===== src/rtl/fetch_stage_if.sv =====
`default_nettype none
// +--------------------------------------------------------------------+
// | Module : fetch_stage_if                                            |
// | Brief  : Bundle of the fetch-stage control, instruction-memory and |
// |          IF/ID pipeline-register signals.                          |
// | Rev    : 1.0  initial release                                      |
// +--------------------------------------------------------------------+
interface fetch_stage_if;
  logic        stall;
  logic        branch_taken;
  logic [15:0] branch_target;
  logic        jump_en;
  logic [15:0] jump_target;
  logic [15:0] imem_instr;
  logic [15:0] imem_pc;
  logic [15:0] ifid_instr;
  logic [15:0] ifid_pc_plus2;
  logic        ifid_valid;
  logic        halted;

  // Pipeline/memory side: drives control and the fetched word, observes IF/ID.
  modport master (
    output stall, branch_taken, branch_target, jump_en, jump_target, imem_instr,
    input  imem_pc, ifid_instr, ifid_pc_plus2, ifid_valid, halted
  );

  // Fetch stage side.
  modport slave (
    input  stall, branch_taken, branch_target, jump_en, jump_target, imem_instr,
    output imem_pc, ifid_instr, ifid_pc_plus2, ifid_valid, halted
  );
endinterface
`default_nettype wire


===== src/rtl/fetch_stage.sv =====
`default_nettype none
// +--------------------------------------------------------------------+
// | Module : fetch_stage                                               |
// | Brief  : Instruction-fetch stage of the 16-bit MIPS pipeline. Owns |
// |          the PC, addresses the combinational instruction memory    |
// |          and fills the IF/ID register. Handles PC+2, branch/jump   |
// |          redirects, stalls and flushes.                            |
// | Option : FETCH_HALT_EN - fetching 16'hFFFF halts fetch until rst.  |
// | Rev    : 1.0  initial release                                      |
// +--------------------------------------------------------------------+
module fetch_stage #(
  parameter logic [15:0] RESET_PC  = 16'h0000,
  parameter logic [15:0] NOP_INSTR = 16'h0000
) (
  input  wire logic     clk,
  input  wire logic     rst,
  fetch_stage_if.slave  bus
);

  typedef enum logic [0:0] {
    RUN  = 1'b0,
    HALT = 1'b1
  } state_t;

  localparam logic [15:0] c_PC_STEP   = 16'd2;
  localparam logic [15:0] c_ALIGN     = 16'hFFFE;

  state_t      r_state;
  logic [15:0] r_pc;
  logic [15:0] r_ifid_instr;
  logic [15:0] r_ifid_pc_plus2;
  logic        r_ifid_valid;

  logic        w_redirect;
  logic [15:0] w_redirect_target;
  logic [15:0] w_pc_plus2;
  logic        w_halt_hit;

  // Branch is the older instruction, so it beats a simultaneous jump.
  assign w_redirect        = bus.branch_taken | bus.jump_en;
  assign w_redirect_target = bus.branch_taken ? bus.branch_target : bus.jump_target;
  assign w_pc_plus2        = r_pc + c_PC_STEP;

`ifdef FETCH_HALT_EN
  localparam logic [15:0] c_HALT_OPCODE = 16'hFFFF;
  assign w_halt_hit  = (bus.imem_instr == c_HALT_OPCODE);
  assign bus.halted  = (r_state == HALT);
`else
  assign w_halt_hit  = 1'b0;
  assign bus.halted  = 1'b0;
`endif

  assign bus.imem_pc       = r_pc;
  assign bus.ifid_instr    = r_ifid_instr;
  assign bus.ifid_pc_plus2 = r_ifid_pc_plus2;
  assign bus.ifid_valid    = r_ifid_valid;

  // PC, IF/ID register and run/halt state; priority rst > halt > redirect > stall > sequential.
  always_ff @(posedge clk) begin
    if (rst) begin
      r_state         <= RUN;
      r_pc            <= RESET_PC;
      r_ifid_instr    <= NOP_INSTR;
      r_ifid_pc_plus2 <= 16'h0000;
      r_ifid_valid    <= 1'b0;
    end else if (r_state == HALT) begin
      // PC frozen; control inputs ignored; keep feeding bubbles downstream.
      r_ifid_instr <= NOP_INSTR;
      r_ifid_valid <= 1'b0;
    end else if (w_redirect) begin
      // Flush the wrong-path instruction; PC+2 of the slot is left as-is.
      r_pc         <= w_redirect_target & c_ALIGN;
      r_ifid_instr <= NOP_INSTR;
      r_ifid_valid <= 1'b0;
    end else if (!bus.stall) begin
      r_ifid_instr    <= bus.imem_instr;
      r_ifid_pc_plus2 <= w_pc_plus2;
      r_ifid_valid    <= 1'b1;
      if (w_halt_hit) begin
        // Halt word is delivered to ID but the PC stays on it.
        r_state <= HALT;
      end else begin
        r_pc <= w_pc_plus2;
      end
    end
  end

endmodule
`default_nettype wire


===== src/flat_wrapper.sv =====
// flat-port wrapper written by rule: the top's interface ports become plain ports
module fetch_stage_flat 
#(
  parameter logic [15:0] RESET_PC  = 16'h0000,
  parameter logic [15:0] NOP_INSTR = 16'h0000
)
  (clk, rst, bus_stall, bus_branch_taken, bus_branch_target, bus_jump_en, bus_jump_target, bus_imem_instr, bus_imem_pc, bus_ifid_instr, bus_ifid_pc_plus2, bus_ifid_valid, bus_halted);
  fetch_stage_if bus_i ();
  input  wire logic clk;
  input  wire logic rst;
  input wire logic [$bits(bus_i.stall)-1:0] bus_stall;
  input wire logic [$bits(bus_i.branch_taken)-1:0] bus_branch_taken;
  input wire logic [$bits(bus_i.branch_target)-1:0] bus_branch_target;
  input wire logic [$bits(bus_i.jump_en)-1:0] bus_jump_en;
  input wire logic [$bits(bus_i.jump_target)-1:0] bus_jump_target;
  input wire logic [$bits(bus_i.imem_instr)-1:0] bus_imem_instr;
  output wire logic [$bits(bus_i.imem_pc)-1:0] bus_imem_pc;
  output wire logic [$bits(bus_i.ifid_instr)-1:0] bus_ifid_instr;
  output wire logic [$bits(bus_i.ifid_pc_plus2)-1:0] bus_ifid_pc_plus2;
  output wire logic [$bits(bus_i.ifid_valid)-1:0] bus_ifid_valid;
  output wire logic [$bits(bus_i.halted)-1:0] bus_halted;
  assign bus_i.stall = bus_stall;
  assign bus_i.branch_taken = bus_branch_taken;
  assign bus_i.branch_target = bus_branch_target;
  assign bus_i.jump_en = bus_jump_en;
  assign bus_i.jump_target = bus_jump_target;
  assign bus_i.imem_instr = bus_imem_instr;
  assign bus_imem_pc = bus_i.imem_pc;
  assign bus_ifid_instr = bus_i.ifid_instr;
  assign bus_ifid_pc_plus2 = bus_i.ifid_pc_plus2;
  assign bus_ifid_valid = bus_i.ifid_valid;
  assign bus_halted = bus_i.halted;
  fetch_stage #(.RESET_PC(RESET_PC), .NOP_INSTR(NOP_INSTR)) u_core (.clk(clk), .rst(rst), .bus(bus_i));
endmodule

===== config.mk =====
export PLATFORM = sky130hd
export DESIGN_NAME = fetch_stage_flat
export DESIGN_NICKNAME = d
export VERILOG_FILES = /design/src/rtl/fetch_stage_if.sv /design/src/rtl/fetch_stage.sv /design/src/flat_wrapper.sv
export SDC_FILE = /design/constraint.sdc
export NUM_CORES = 1
export LEC_CHECK = 0
export CELL_PAD_IN_SITES_DETAIL_PLACEMENT = 1
export CELL_PAD_IN_SITES_GLOBAL_PLACEMENT = 1
export CORE_MARGIN = 3
export CORE_UTILIZATION = 27
export CTS_BUF_LIST = sky130_fd_sc_hd__clkbuf_8
export CTS_CLUSTER_SIZE = 10
export DETAILED_ROUTE_END_ITERATION = 10
export PLACE_DENSITY = 0.9
export SLEW_MARGIN = 20
export SYNTH_ARGS = -nofsm -noshare
export SYNTH_HDL_FRONTEND = slang
export SYNTH_SLANG_ARGS = --single-unit

===== constraint.sdc =====
create_clock -name clk -period 1.75 [get_ports clk]
set_clock_uncertainty 0.2 [all_clocks]
set_input_delay 0.175 -clock clk [delete_from_list [all_inputs] [get_ports clk]]
set_output_delay 0.175 -clock clk [all_outputs]
set_load 0.02 [all_outputs]

=== After elaboration in Yosys (flattened, before gate mapping) ===
Index checks and enable logic that the tools add are counted.
W data, S select, Z words.

* Memory bits (writable): 0
* Output and inout bits: 50
* Logic and storage cells: 18
* Register bits after elaboration: 50
* Memories kept: 0
* Input bits: 53
* Memory bits (read-only): 0
* Latch bits: 0

* $mul: 0
* Divide/modulo/power cells: 0
* Mux-type cells: 4
* Magnitude comparators: 0
* Bitwise gates (word level): 4
* Shift-type cells: 0
* Add/sub/neg operators: 1
* Equality and inequality tests: 1
* Reduce and logical (&&, ||, !) cells: 3

{| class="wikitable"
|+ Operators with widths
! operator !! count
|-
| $mux W16 || 3
|-
| $add A16 B2 Y16 const B || 1
|-
| $not A1 Y1 || 3
|-
| $reduce_and A3 Y1 || 1
|-
| $reduce_or A3 Y1 || 1
|-
| $ne A2 B1 Y1 const B || 1
|-
| $reduce_and A2 Y1 || 1
|-
| $mux W1 || 1
|-
| $or A1 B1 Y1 || 1
|}

=== Logic depth before layout (Yosys ltp) ===
* Depth in word-level cells: 3
* Gate-level depth with buffers: 6
* Mapped depth without buffers: 5

=== Worst setup path after synthesis ===
No wires, ideal clock.

* Path kind: flip-flop to flip-flop
* Start: register u_core.r_pc[1], in the netlist u_core.bus.imem_pc[1]
* End: register u_core.r_pc[13], in the netlist u_core.bus.imem_pc[13]
* Stages on the path, launching flop included: 6
* Slack: -0.245 ns
* Arrival time: 1.661 ns
* Period minus slack after synthesis: 1.995 ns
* Path through: dfxtp_1 ha_1 nand2_1 or4_4 a41oi_1 o41ai_1

* Cells in the longest elaborated chain, start to end: 3

{| class="wikitable"
|+ Ends and longest elaborated chain
! element !! line !! text
|-
| from (decl) || fetch_stage.sv:29 || <nowiki>logic [15:0] r_pc;</nowiki>
|-
| from (signal assigned) || fetch_stage.sv:72 || <nowiki>r_pc <= w_redirect_target & c_ALIGN;</nowiki>
|-
| from (signal assigned) || fetch_stage.sv:83 || <nowiki>r_pc <= w_pc_plus2;</nowiki>
|-
| $add A16 B2 Y16 || fetch_stage.sv:42 || <nowiki>assign w_pc_plus2 = r_pc + c_PC_STEP;</nowiki>
|-
| $mux W16 || fetch_stage.sv:75 || <nowiki>end else if (!bus.stall) begin</nowiki>
|-
| $mux W16 || fetch_stage.sv:70 || <nowiki>end else if (w_redirect) begin</nowiki>
|}

No other way between the ends. The select of a mux whose other input is x is not followed.
A chain may end at the register's enable or synchronous reset.

=== Final worst setup path ===
Same ends and word-level chain as after synthesis.

==> results.json <==
{
  "die_w_um": 96.9,
  "synth_ff_type": "dfxtp_1",
  "yosys_warnings": 0,
  "reg2reg_from": "u_core.bus.imem_pc[1]",
  "final.setup.worst_slack_ns": -0.0102,
  "hold_class": "input pin to flop",
  "start_util_pct": 28.3,
  "p_leak_nw": 1.45,
  "htreeDepth": 2,
  "dp.cells": 481,
  "netlist_instances": 269,
  "fp.dieH_um": 96.9,
  "clockRootBuffer": "clkbuf_8",
  "fin_setup_tns_ns": -0.0102,
  "drt_wl_total_um": 8280,
  "async_flop_share_pct": 0,
  "avgSynthCellArea_um2": 8.30,
  "antenna_found_initial": 0,
  "cts_hold_buffers": 0,
  "outcome": "complete, but fails checks",
  "path_cells": "ha_4 -> nand2_4 -> or4_4 -> a41oi_2 -> o41ai_1",
  "dr.first_iter.drc_count": 104,
  "crit_family": "simple AND/OR/NAND/NOR gates",
  "critPathCapture": "u_core.bus.imem_pc[13]",
  "fmax_mhz": 568,
  "crit_cells": 5,
  "slowest_delay_ns": 0.53,
  "grt_overflow": 0,
  "synth_edf_count": 0,
  "stdcell_count": 489,
  "rsz0062_at_grt": "yes",
  "port_buffers": 97,
  "hold_slack_ns": 0.226,
  "worstSetupPathType": "flop to flop",
  "wl_per_cell_um": 16.9,
  "violations": "negative setup slack",
  "grt_use_total_pct": 16.9,
  "irDropWorstVdd_v": 0.000362,
  "diodes": 0,
  "critPathMaxFanout": 6,
  "critPathLaunch": "u_core.bus.imem_pc[1]",
  "via_per_inst": 4.97,
  "ios": 103,
  "cts_tree": "built",
  "worst_path_max_delay_cell": "or4_4",
  "post_cts.repair.setup_buffers": 0,
  "synth_area_um2": 2230,
  "cap_violations": 0,
  "drc": 0,
  "clockBufferDepth": 2,
  "power_mw": 2.57,
  "clock-sinks": 47,
  "finalCriticalPeriod_ns": 1.76,
  "postPlaceCellArea_um2": 3530,
  "final_core_util_pct": 46.8,
  "hold_violations": 0,
  "fp.coreArea_um2": 7890,
  "setup_viol": 1,
  "area_delta_synth_final_pct": 65.5,
  "p_per_area_nw_per_um2": 696,
  "drt-pass1-iter-count": 4,
  "fin_nets": 440,
  "ys_seq_area_share_pct": 42.2,
  "grt_pass1_vias": 2665,
  "finalCritPeriodShare_pct": 101,
  "final_common_cell": "clkdlybuf4s50_1",
  "finalWeightedCongestion": 0.821,
  "rrSetupSlack_ns": -0.01,
  "grt_max_degree": 22,
  "preCtsSetupSlack_ns": -0.182,
  "slew_violations": 0,
  "crit_required_ns": 1.74,
  "final_area_um2": 3690,
  "dieArea_um2": 9390,
  "vias": 2428,
  "clk_pin_slew_ns": 0.10,
  "startpoint_type": "flop",
  "min_from": "bus_stall",
  "crit_buf_inv": 0,
  "cts-buffers-inserted": 5,
  "reg2regPathDepth": 5,
  "synthDistinctLibCells": 39,
  "drive_above_1_share_pct": 16.5,
  "worstSkewPairLatency_ns": 0.31,
  "critical_path.endpoint_type": "flop",
  "timing.rr.end": "u_core.bus.imem_pc[13]",
  "layout_common_cells": "clkdlybuf4s50_1, a21oi_1, dfxtp_1",
  "hpwl_um": 6200,
  "ys_ff_latch": 47,
  "ant_nets": 0,
  "grt_pass1_wl_um": 13400,
  "cp.arrival_ns": 1.75,
  "rows": 32
}
how the worst min path moves through the flow:
stage	endpoint	slack, ns	cells past startpoint
2_1_floorplan	u_core.bus.ifid_instr[0]	0.12	2
3_3_place_gp	u_core.bus.ifid_valid	0.24	2
3_5_place_dp	u_core.bus.ifid_pc_plus2[8]	0.25	2
4_1_cts	u_core.bus.imem_pc[6]	0.23	3
5_1_grt	u_core.bus.imem_pc[6]	0.23	3
6_report	u_core.bus.imem_pc[6]	0.23	3
per-layer routing:
layer / routed length [um] / GRT usage, % / vias up / part of all wire, %
li1: - / - / 1173 / -
met1: 3340 / 19.8 / 1146 / 40
met2: 4170 / 30.0 / 89 / 50
met3: 588 / 5.55 / 20 / 7.1
met4: 178 / 3.67 / 0 / 2.1
met5: 0 / 0 / - / 0
report_power, final:
part / total (mW) / internal, mW / switching, mW
combinational: 0.534 / 0.278 / 0.256
clock: 0.876 / 0.471 / 0.405
sequential: 1.16 / 1.11 / 0.0471
total: 2.57 / 1.86 / 0.708
worst reg2reg max path, cell delays in order, from the launching register on:
cell	delay, ns
dfxtp_4	0.41
ha_4	0.16
nand2_4	0.08
or4_4	0.53
a41oi_2	0.18
o41ai_1	0.08
logic make-up (layout without fill, tap and decap cells):
kind of cell | Yosys count | count (layout) | synth area share, %
buffers and inverters | 27 | 143 | 5.32
AO/OA/AOI/OAI | 67 | 67 | 17.0
AND/OR/NAND/NOR | 95 | 95 | 21.5
multiplexers | 20 | 20 | 8.97
XOR/XNOR | 11 | 11 | 4.32
adder cells (fa/ha/maj) | 1 | 1 | 0.560
other | 1 | 3 | 0.168
flip-flops | 47 | 47 | 42.2
Yosys cell counts, drive strengths merged, types with 2 or more instances:
| master | count | share of area, % |
|---|---|---|
| nand2 | 32 | 5.4 |
| clkbuf | 13 | 2.2 |
| o31a | 3 | 1.2 |
| or3 | 2 | 0.56 |
| nand3 | 7 | 1.8 |
| o21ai | 14 | 3.1 |
| o22ai | 3 | 0.84 |
| mux2i | 20 | 9.0 |
| xnor2 | 9 | 3.5 |
| nand3b | 11 | 3.7 |
| xor2 | 2 | 0.78 |
| a21oi | 39 | 8.7 |
| dfxtp | 47 | 42 |
| or4 | 2 | 0.84 |
| nor4 | 6 | 2.0 |
| nand4 | 2 | 0.84 |
| nor3 | 4 | 0.90 |
| nor2 | 25 | 4.2 |
| buf | 9 | 2.3 |
| a211oi | 2 | 0.67 |
| inv | 5 | 0.84 |
what timing repair did:
item / in CTS / in global routing
cloned: 0 / 0
endpoints found under the setup margin: 17 / 9
pin swaps: 0 / 3
resized for setup: 15 / 10
hold endpoints to repair: 0 / 0
area by class of cell:
cell class	instances	area, um2
Timing Repair Buffer	130	1200
Sequential cell	47	968
Clock buffer	6	82.6
Multi-Input combinational cell	197	1250
Inverter	5	18.8
Tap cell	102	128
Fill cell	908	4190
Clock inverter	2	38.8
sequential cells by signal, summed over array words and instances, names as in the netlist:
signal	count
u_core.bus.ifid_instr	16
u_core.bus.ifid_valid	1
u_core.bus.ifid_pc_plus2	15
u_core.bus.imem_pc	15
Note: power is estimated with default switching activity, not from simulation.
